==> config.mk <==
export PLATFORM = sky130hd
export DESIGN_NAME = ibex_trace_buffer
export DESIGN_NICKNAME = d
export VERILOG_FILES = /design/src/rtl/ibex_trace_buffer.sv
export SDC_FILE = /design/constraint.sdc
export NUM_CORES = 1
export LEC_CHECK = 0
export ABC_AREA = 0
export BUFFER_PORTS_ARGS = -buffer_cell sky130_fd_sc_hd__buf_4
export CORE_UTILIZATION = 30
export DETAILED_ROUTE_END_ITERATION = 8
export GPL_TIMING_DRIVEN = 0
export PLACE_DENSITY_LB_ADDON = 0.1
export SKIP_CTS_REPAIR_TIMING = 1
export SLEW_MARGIN = 30
export SYNTH_ARGS = -nofsm -noshare
export SYNTH_HDL_FRONTEND = slang
export SYNTH_SLANG_ARGS = --single-unit
==> constraint.sdc <==
create_clock -name clk_i -period 12.7 [get_ports clk_i]
set_input_delay 1.27 -clock clk_i [delete_from_list [all_inputs] [get_ports clk_i]]
set_output_delay 1.27 -clock clk_i [all_outputs]
set_load 0.005 [all_outputs]
==> src/rtl/ibex_trace_buffer.sv <==
// RVFI retirement trace buffer: continuous FIFO with a drop counter, or a trap-triggered ring
// buffer that freezes after a post-trigger window. Macro TRACE_MEM_EN appends memory fields.

module ibex_trace_buffer #(
  parameter int unsigned Depth        = 16,
  parameter int unsigned PostTrigCnt  = 8,
  parameter int unsigned DropCntWidth = 16,
`ifdef TRACE_MEM_EN
  localparam int unsigned RecW        = 143,
`else
  localparam int unsigned RecW        = 103,
`endif
  localparam int unsigned LvlW        = $clog2(Depth + 1)
) (
  input  logic                    clk_i,
  input  logic                    rst_i,
  input  logic [1:0]              mode_i,
  input  logic                    clear_i,
  input  logic                    rvfi_valid,
  input  logic                    rvfi_trap,
  input  logic                    rvfi_intr,
  input  logic [4:0]              rvfi_rd_addr,
  input  logic [31:0]             rvfi_pc_rdata,
  input  logic [31:0]             rvfi_insn,
  input  logic [31:0]             rvfi_rd_wdata,
  input  logic [31:0]             rvfi_mem_addr,
  input  logic [3:0]              rvfi_mem_rmask,
  input  logic [3:0]              rvfi_mem_wmask,
  output logic                    trace_valid_o,
  input  logic                    trace_ready_i,
  output logic [RecW-1:0]         trace_data_o,
  output logic [LvlW-1:0]         level_o,
  output logic [DropCntWidth-1:0] drop_cnt_o,
  output logic                    triggered_o
);

  localparam int unsigned PtrW = $clog2(Depth);
  localparam logic [LvlW-1:0] LvlFull = LvlW'(Depth);
  localparam logic [PtrW-1:0] PostLoad = PtrW'(PostTrigCnt - 32'd1);
  localparam logic [DropCntWidth-1:0] DropMax = {DropCntWidth{1'b1}};

  typedef enum logic [2:0] {
    ST_OFF    = 3'd0,
    ST_RUN    = 3'd1,
    ST_PRE    = 3'd2,
    ST_POST   = 3'd3,
    ST_FROZEN = 3'd4
  } state_e;

  function automatic state_e mode_to_state(input logic [1:0] mode);
    state_e st;
    case (mode)
      2'b01:   st = ST_RUN;
      2'b10:   st = ST_PRE;
      default: st = ST_OFF;
    endcase
    return st;
  endfunction

  state_e                  state_r, state_s;
  logic [RecW-1:0]         mem_r [Depth];
  logic [PtrW-1:0]         wr_ptr_r, wr_ptr_s;
  logic [PtrW-1:0]         rd_ptr_r, rd_ptr_s;
  logic [LvlW-1:0]         level_r, level_s;
  logic [DropCntWidth-1:0] drop_cnt_r, drop_cnt_s;
  logic [PtrW-1:0]         post_cnt_r, post_cnt_s;
  logic                    triggered_r, triggered_s;
  logic                    valid_r, valid_s;
  logic                    push_s, pop_s, overwrite_s, drop_s, full_s;
  logic [RecW-1:0]         rec_s;

`ifdef TRACE_MEM_EN
  assign rec_s = {rvfi_trap, rvfi_intr, rvfi_rd_addr, rvfi_pc_rdata, rvfi_insn, rvfi_rd_wdata,
                  rvfi_mem_addr, rvfi_mem_rmask, rvfi_mem_wmask};
`else
  assign rec_s = {rvfi_trap, rvfi_intr, rvfi_rd_addr, rvfi_pc_rdata, rvfi_insn, rvfi_rd_wdata};
  logic unused_mem_s;
  assign unused_mem_s = ^{rvfi_mem_addr, rvfi_mem_rmask, rvfi_mem_wmask};
`endif

  assign full_s = (level_r == LvlFull);
  // valid_r is only ever set in RUN/FROZEN, so a pop never coincides with an overwrite
  assign pop_s  = valid_r & trace_ready_i;

  // Mode FSM: decides whether this cycle's record is stored, dropped or overwrites the oldest
  always_comb begin
    state_s     = state_r;
    push_s      = 1'b0;
    overwrite_s = 1'b0;
    drop_s      = 1'b0;
    post_cnt_s  = post_cnt_r;
    case (state_r)
      ST_OFF: begin
        state_s = mode_to_state(mode_i);
      end
      ST_RUN: begin
        if (rvfi_valid) begin
          if (!full_s || pop_s) begin
            push_s = 1'b1;
          end else begin
            drop_s = 1'b1;
          end
        end else begin
          push_s = 1'b0;
        end
      end
      ST_PRE: begin
        if (rvfi_valid) begin
          push_s      = 1'b1;
          overwrite_s = full_s;
          if (rvfi_trap) begin
            post_cnt_s = PostLoad;
            state_s    = (PostTrigCnt <= 32'd1) ? ST_FROZEN : ST_POST;
          end else begin
            post_cnt_s = post_cnt_r;
          end
        end else begin
          push_s = 1'b0;
        end
      end
      ST_POST: begin
        if (rvfi_valid) begin
          push_s      = 1'b1;
          overwrite_s = full_s;
          post_cnt_s  = post_cnt_r - PtrW'(1);
          if (post_cnt_r <= PtrW'(1)) begin
            state_s = ST_FROZEN;
          end else begin
            state_s = ST_POST;
          end
        end else begin
          push_s = 1'b0;
        end
      end
      ST_FROZEN: begin
        state_s = ST_FROZEN;
      end
      default: begin
        state_s = ST_OFF;
      end
    endcase
  end

  // Pointer, level, counter and output-flag next values
  always_comb begin
    if (push_s && !pop_s && !overwrite_s) begin
      level_s = level_r + LvlW'(1);
    end else if (pop_s && !push_s) begin
      level_s = level_r - LvlW'(1);
    end else begin
      level_s = level_r;
    end
    if (pop_s || overwrite_s) begin
      rd_ptr_s = rd_ptr_r + PtrW'(1);
    end else begin
      rd_ptr_s = rd_ptr_r;
    end
    if (push_s) begin
      wr_ptr_s = wr_ptr_r + PtrW'(1);
    end else begin
      wr_ptr_s = wr_ptr_r;
    end
    if (drop_s && (drop_cnt_r != DropMax)) begin
      drop_cnt_s = drop_cnt_r + DropCntWidth'(1);
    end else begin
      drop_cnt_s = drop_cnt_r;
    end
    triggered_s = (state_s == ST_POST) || (state_s == ST_FROZEN);
    valid_s     = ((state_s == ST_RUN) || (state_s == ST_FROZEN)) && (level_s != LvlW'(0));
  end

  // Control state; clear_i flushes like reset but re-reads mode_i
  always_ff @(posedge clk_i) begin
    if (rst_i) begin
      state_r     <= ST_OFF;
      wr_ptr_r    <= PtrW'(0);
      rd_ptr_r    <= PtrW'(0);
      level_r     <= LvlW'(0);
      drop_cnt_r  <= DropCntWidth'(0);
      post_cnt_r  <= PtrW'(0);
      triggered_r <= 1'b0;
      valid_r     <= 1'b0;
    end else if (clear_i) begin
      state_r     <= mode_to_state(mode_i);
      wr_ptr_r    <= PtrW'(0);
      rd_ptr_r    <= PtrW'(0);
      level_r     <= LvlW'(0);
      drop_cnt_r  <= DropCntWidth'(0);
      post_cnt_r  <= PtrW'(0);
      triggered_r <= 1'b0;
      valid_r     <= 1'b0;
    end else begin
      state_r     <= state_s;
      wr_ptr_r    <= wr_ptr_s;
      rd_ptr_r    <= rd_ptr_s;
      level_r     <= level_s;
      drop_cnt_r  <= drop_cnt_s;
      post_cnt_r  <= post_cnt_s;
      triggered_r <= triggered_s;
      valid_r     <= valid_s;
    end
  end

  // Record storage
  always_ff @(posedge clk_i) begin
    if (push_s && !rst_i && !clear_i) begin
      mem_r[wr_ptr_r] <= rec_s;
    end
  end

  assign trace_valid_o = valid_r;
  assign trace_data_o  = valid_r ? mem_r[rd_ptr_r] : {RecW{1'b0}};
  assign level_o       = level_r;
  assign drop_cnt_o    = drop_cnt_r;
  assign triggered_o   = triggered_r;

endmodule

## Word level (Yosys, flattened, before mapping)

Memory sizes are Yosys's and may differ from the RTL's. A register that Yosys moved wholly into a read port is not among the register bits.
Index checks and enable logic that the tools add are counted.

| operators by class | value |
|---|---|
| muxes and demuxes | 27 |
| eq/ne operators | 14 |
| bitwise gates (word level) | 1 |
| $add $sub $neg | 6 |
| reduce and logical (&&, ||, !) cells | 23 |
| order comparisons | 1 |

Operators with widths:

| kind | number |
|---|---|
| $mux 103 | 1 |
| $mux 4 | 5 |
| $add 16x1->16 const B | 1 |
| $ne 16x16->1 const B | 1 |
| $mux 3 | 5 |
| $pmux 3 s5 | 1 |
| $mux 1 | 10 |
| $mux 5 | 2 |
| $eq 3x2->1 const B | 3 |
| $add 4x1->4 const B | 2 |
| $pmux 4 s2 | 1 |
| $logic_and 1x1->1 | 7 |
| $eq 3x1->1 const B | 2 |
| $eq 3x3->1 const B | 2 |
| $logic_not 1->1 | 6 |
| $ne 2x2->1 const B | 3 |
| $add 5x1->5 const B | 1 |
| $eq 5x5->1 const B | 1 |
| $reduce_bool 5->1 | 1 |
| $sub 5x1->5 const B | 1 |
| $le 4x1->1 const B | 1 |
| $logic_or 1x1->1 | 4 |
| $pmux 2 s2 | 1 |
| $reduce_and 4->1 | 1 |
| other kinds (8) | 9 |

| storage, ports and cells | value |
|---|---|
| bits in writable memories | 1,648 |
| word-level logic and storage cells | 81 |
| memories | 1 |
| bits in registers | 38 |

Memory list:

| memory | words | bits a word | rd ports | clocked after Yosys merged registers in | wr ports | line | RTL |
|---|---|---|---|---|---|---|---|
| mem_r | 16 | 103 | 1 | 1 | 1 | 61 | `logic [RecW-1:0] mem_r [Depth];` |

## Depth between registers and ports, before layout

Gate-level depths: netlist of run 1.

| depth | value |
|---|---|
| depth in word-level cells | 12 |
| mapped depth | 8 |
| mapped depth without buffers | 7 |

## Least setup slack after synthesis of run 1

Ideal clock, no wire load.

| timing path | value |
|---|---|
| path type | in2reg |
| start | in rvfi_valid |
| end | mem mem_r[0][0], enable pin |
| data arrival time | 9,204 ps |
| buffers on the path | 1 |
| cell stages on the path | 5 |
| required time | 12,009 ps |
| path slack | 2,806 ps |
| cells stage by stage | clkbuf_1 -> nor2b_1 -> o21a_1 -> nand3_1 -> nor3_1 |

| on the way | value |
|---|---|
| longest elaborated chain between the ends | 6 |
| elaborated cells on any way between the ends | 7 |
| those cells by class | mux: 5; reduce/logical: 2 |

Ends and longest elaborated chain:

| element | line | RTL |
|---|---|---|
| start: declaration | 19 | `input logic rvfi_valid,` |
| $mux 1 (on tied branches) | 108, 122, 97 |  |
| $pmux 1 s2 * | 92 | `case (state_r)` |
| $logic_and 1x1->1 * (2 in series) | 206 | `if (push_s && !rst_i && !clear_i) begin` |
| $mux 1 * | 206 |  |
| $mux 1 (not written as such) * | 207 | `mem_r[wr_ptr_r] <= rec_s;` |
| end: declaration | 61 |  |

Every way passes the cells marked *; elsewhere a longest branch is shown, timed or not.

==> flow_metrics.tcl, run 1 <==
set metrics [dict create \
    firstDrtPassIters 5 \
    grt_start_max_net_pins 19 \
    clock_latency_ps 790 \
    fin_util_pct 37.3 \
    ioPinCount 276 \
    first_iter_violations 2473 \
    cts_sinks 1690 \
    numCtsBuffers 181 \
    vias_per_cell 4.86 \
    gp_congestion 0.715 \
    drc_errors 0 \
    rsz0062_at_grt "false" \
    hold_class "register to register" \
    grt_pass1_wl_um 257000 \
    hold_viol 0 \
    cts_tree "yes" \
    routed_wl_um 184000 \
    grt_pass1_vias 33100 \
    fin_crit_ps 5470 \
    syn_to_final_growth_pct 23.4 \
    die_x_um 467 \
    io_buffers 235 \
    fin_skew_ps 26.6 \
    final_antenna_net_count 0 \
    worst_ep_required_time_ps 11430 \
    synth_top_cell_by_area "edfxtp_1" \
    grtUsageTotal_pct 17.0 \
    slew_headroom_pct 28.4 \
    syn_area_sq_um 64800 \
    slowest_delay_ps 780 \
    grt_overflow_total 0 \
    ys.flop_type "edfxtp_1" \
    antenna_found_initial 32 \
    path_class "register to primary output" \
    synth-edff-count 1648 \
    synthArstFlopShare_pct 0 \
    clock_tree.root_cell "clkbuf_16" \
    maxSlewViolCount 0 \
    synth_warnings 0 \
    end_kind "primary output" \
    synth-seq-area-share_pct 77.6 \
    h-tree-depth 4 \
    ctsLongestPathBuffers 3 \
    critPathMaxFanout 10 \
    setup_viol 0 \
    vias 30500 \
    crit_slowest_cell "clkbuf_1" \
    hpwl_um 124000 \
    status "complete, no violations" \
    synth_top_area_share_pct 76.3 \
    total_leakage_power_nw 24.8 \
    dieHeight_um 467 \
    worst-slew-pin-transition_ps 1070 \
    yosys-top-cells-area "edfxtp_1 (76%), mux4_2 (18%), dfxtp_1 (1.3%), and2_1 (1.0%), buf_6 (0.75%)" \
    rows 170 \
    ys_types 52 \
    wl_per_cell_um 29.3 \
    start_kind "register" \
    die-area_sq_um 218000 \
    timing.hold.ws_ps 500 \
    holdPathStages 2 \
    ys_ff_latch 1690 \
    crit_chain "clkbuf_1 > buf_2 > clkbuf_1 > mux4_2 > mux4_2 > and2_1 > buf_4" \
    max_freq_mhz 183 \
    synth_area_per_cell_sq_um 24.3 \
    core_area_sq_um 215000 \
    irDropWorstVdd_v 0.000138 \
    clk_pin_slew_worst_paths_ps 60 \
    power_density_nw_per_um2 144 \
    syn_nets 2834 \
    start_util_pct 30.2 \
    syn_inst 2673 \
    nets 3464 \
    reg2reg_depth 14 \
    arrival_ps 4200 \
    maxCapViolCount 0 \
    min_period_over_period_pct 43.0 \
    drive_gt1_share_pct 37.8 \
]
-- routing by layer --
layer  GRT usage [%]  vias to the layer above  wire length [um]
met4            3.81                       20              3370
met3            3.40                      253              9260
li1                -                    12800                 -
met5               0                        -               114
met1            21.6                    16700             76300
met2            29.7                      789             94900
-- kinds of logic (layout without fill, tap and decap cells) --
kind of cell	count (synthesis)	after routing	synth area share [%]
flops	1690	1690	77.6
mux	518	518	17.9
simple gates	231	231	1.98
buf+inv	153	923	1.41
compound gates	49	49	0.529
xor+xnor	21	21	0.284
fa+ha+maj	11	11	0.212
other cells	0	4	0
-- cell usage in the layout, fill, tap and decap left out, types with 3 or more instances in the layout --
cell type / n
a211oi_1: 8
a21oi_1: 12
and2_1: 105
buf_1: 7
buf_16: 113
buf_2: 17
buf_4: 323
buf_6: 52
bufinv_16: 21
clkbuf_1: 98
clkbuf_16: 187
clkbuf_2: 18
clkinv_1: 39
clkinv_2: 22
clkinvlp_4: 5
dfxtp_1: 42
diode_2: 4
edfxtp_1: 1648
ha_1: 11
inv_1: 13
inv_6: 4
mux2i_1: 3
mux4_2: 515
nand2_1: 18
nand2b_1: 5
nand3_1: 12
nand4_1: 7
nor2_1: 39
nor2_4: 12
nor3_1: 5
nor3_2: 4
nor4_1: 3
o211ai_1: 3
o21a_1: 3
o21ai_0: 6
or4_1: 4
xnor2_1: 16
xor2_1: 5
-- cells in the mapped netlist, types with 2 or more instances --
master	count
a21oi_1	12
and2_1	105
o21ai_0	6
buf_2	15
xnor2_1	16
nand2_1	18
buf_6	43
o311ai_0	2
mux4_2	515
nand2b_1	5
buf_1	9
inv_1	13
and3_1	2
o21bai_1	2
o41a_1	2
a211oi_1	8
nand4_1	7
nor3_1	9
clkbuf_1	73
nand3_1	12
edfxtp_1	1648
o211ai_1	3
dfxtp_1	42
and4_1	2
or4_1	4
o21a_1	3
mux2i_1	3
or3_1	2
or2_2	2
nor4_1	3
ha_1	11
xor2_1	5
nor2_1	51
nor2b_1	2
-- critical path: cells and delay by family, from the launching register on --
family / cells / cell delay [ps]
AND/OR/NAND/NOR: 1 / 280
flip-flops: 1 / 320
multiplexers: 2 / 900
buffers and inverters: 4 / 1880
-- power by group --
part	total, mW	internal, mW	switching, mW	leakage, nW
combinational	0.167	0.0576	0.110	6.82
sequential	6.12	6.12	0.00282	15.2
clock	5.23	3.10	2.13	2.83
-- registers in the layout, summed over array words and instances (netlist names), named ones only --
name and count:
wr_ptr_r 4, trace_valid_o 1, drop_cnt_o 16, post_cnt_r 4, mem_r 1648, level_o 5, triggered_o 1, state_r 3
rd_ptr_r 4
-- per-stage QoR --
step / instance area (sq um) / std cells / setup WS [ps] / total power [mW] / setup TNS, ps
detailed placement: 74100 / 5956 / 7150 / 6.41 / 0
global placement: 70100 / 5746 / -9980 / 6.40 / -7246850
floorplan: 64800 / 2673 / 2810 / 6.29 / 0
CTS: 80000 / 6279 / 7030 / 11.7 / 0
finish: 80000 / 6285 / 7230 / 11.5 / 0
global route: 80000 / 6283 / 7070 / 11.9 / 0
-- final timing paths --
check	from	end	slack [ps]
max reg2reg	trace_valid_o	mem_r[0][57]	7830
min reg2reg	drop_cnt_o[15]	drop_cnt_o[15]	500
min	drop_cnt_o[15]	drop_cnt_o[15]	500
max	register	trace_data_o[96]	7230
-- layout make-up --
type / instances / area, sq um
diodes: 4 / 10.0
plain buffers: 140 / 892
clock buffers: 230 / 4840
clock inverters: 93 / 980
fillers: 19300 / 135000
inverters: 13 / 48.8
multi-input cells: 830 / 13700
flip-flops and latches: 1690 / 50300
well taps: 2838 / 3550
repair buffers: 447 / 5670
No activity file was read; power rests on OpenSTA's default activity.
==> run 2: changes to the inputs <==
==> constraint.sdc (replaced) <==
create_clock -name clk_i -period 5.2 [get_ports clk_i]
set_input_delay 0.52 -clock clk_i [delete_from_list [all_inputs] [get_ports clk_i]]
set_output_delay 0.52 -clock clk_i [all_outputs]
set_load 0.005 [all_outputs]
==> run 2 against run 1 <==
Compared with the run above:
- clock skew fell by 1.9 ps
- sequential power rose by 150%
- critical path depth is the same
- sequential share of layout area shrank 0.40 points
- first-iteration DRC count is 8.7% higher
- hold slack worse by 470 ps
- global-route usage down 0.067 points
- total power rose by 140%
- critical path type unchanged
- largest power group unchanged
- highest routed layer unchanged
==> flow_metrics.tcl, run 2 (synthesized netlist as in run 1, its figures left out) <==
set metrics [dict create \
    hold_class "input pin to register" \
    die_x_um 467 \
    numCtsBuffers 179 \
    path_class "register to primary output" \
    wl_per_cell_um 29.0 \
    cts_sinks 1690 \
    finalPower_mw 27.5 \
    end_kind "primary output" \
    status "complete, no violations" \
    routed_wl_um 183000 \
    dieHeight_um 467 \
    h-tree-depth 4 \
    antenna_found_initial 32 \
    reg2reg_depth 11 \
    first_iter_violations 2687 \
    hpwl_um 126000 \
    clock_latency_ps 790 \
    largest_register_ffs 1648 \
    worst_slack_ps 516 \
    drive_gt1_share_pct 36.3 \
    final_antenna_net_count 0 \
    worst-slew-pin-transition_ps 1020 \
    maxSlewViolCount 0 \
    clock_tree.root_cell "clkbuf_16" \
    crit_path_end "trace_data_o[17]" \
    dp.cells 5924 \
    power_density_nw_per_um2 342 \
    hold_viol 0 \
    grt_pass1_vias 32900 \
    setup_viol 0 \
    critPathMaxFanout 10 \
    reg2reg_setup_slack_ps 990 \
    slew_headroom_pct 32.0 \
    fin_util_pct 37.5 \
    clk_pin_slew_worst_paths_ps 60 \
    ioPinCount 276 \
    r2r_start "trace_valid_o" \
    top_register "mem_r" \
    rows 170 \
    irDropWorstVdd_v 0.000320 \
    grt_pass1_wl_um 256000 \
    min_period_over_period_pct 90.1 \
    total_leakage_power_nw 24.8 \
    core_area_sq_um 215000 \
    gp_congestion 0.736 \
    grt_start_max_net_pins 19 \
    syn_to_final_growth_pct 24.2 \
    fin_skew_ps 24.8 \
    grtUsageTotal_pct 16.9 \
    mostFrequentLayoutCells "edfxtp_1 (1,648), mux4_2 (515), buf_4 (236), clkbuf_16 (183), buf_16 (111)" \
    dp_slack_ps 922 \
    rsz0062_at_grt "false" \
    r2r_end "mem_r[3][56]" \
    ctsLongestPathBuffers 3 \
    firstDrtPassIters 5 \
    final_common_cell "edfxtp_1" \
    fin_crit_ps 4680 \
    grt_overflow_total 0 \
    arrival_ps 4160 \
    start_kind "register" \
    vias_per_cell 4.85 \
    drc_errors 0 \
    layoutNonFillerInstCount 6328 \
    nets 3509 \
    cts_tree "yes" \
    start_util_pct 30.2 \
    die-area_sq_um 218000 \
    vias 30700 \
    maxCapViolCount 0 \
    worst_ep_required_time_ps 4680 \
    nFillCells 19200 \
    max_freq_mhz 213 \
    io_buffers 235 \
]
[run 2: layer usage]
metal / wire (um) / global-route usage, %
met5: 158 / 0
met4: 3440 / 3.90
met3: 8240 / 3.29
met2: 94000 / 29.4
met1: 77600 / 21.8
[run 2: layout make-up]
| cell class | count | area (sq um) | share of cell area, % |
|---|---|---|---|
| antenna | 4 | 10.0 | 0.0124 |
| buffer | 140 | 888 | 1.10 |
| clock buffer | 227 | 4750 | 5.90 |
| clock inverter | 92 | 747 | 0.928 |
| inverter | 13 | 48.8 | 0.0606 |
| multi-input combinational | 830 | 13700 | 17.0 |
| sequential | 1690 | 50300 | 62.5 |
| tap | 2838 | 3550 | 4.41 |
| timing repair buffer | 494 | 6480 | 8.05 |
[run 2: worst min-delay path by stage]
stage / from / to / slack, ps / cells after the start
floorplan: drop_cnt_o[15] / drop_cnt_o[15] / 480 / 2
global placement: drop_cnt_o[15] / drop_cnt_o[15] / 490 / 2
detailed placement: drop_cnt_o[15] / drop_cnt_o[15] / 510 / 2
CTS: rst_i / state_r[1] / -170 / 2
global route: rvfi_pc_rdata[2] / mem_r[3][66] / 0.04 / 1
finish: rvfi_insn[0] / mem_r[7][32] / 30 / 1
[run 2: power breakdown]
part / switching (mW) / internal [mW] / total (mW)
Clock: 5.17 / 6.93 / 12.1
Sequential: 0.00679 / 15.0 / 15.0
Combinational: 0.290 / 0.180 / 0.469
[run 2: critical path: stages, from the launching register on]
cell      delay (ps)
dfxtp_1          320
clkbuf_1         280
buf_2            630
clkbuf_1         810
mux4_2           420
mux4_2           580
and2_1           200
buf_4            130
[run 2: metrics by stage]
step | setup TNS, ps | hold slack, ps | area, sq um
after detailed placement | 0 | 505 | 74200
after global routing | 0 | 0.0446 | 80500
after global placement | - | 489 | 70200
final | 0 | 28.2 | 80500
after CTS | 0 | -168 | 79700
after floorplan | -1968370 | 475 | 64800
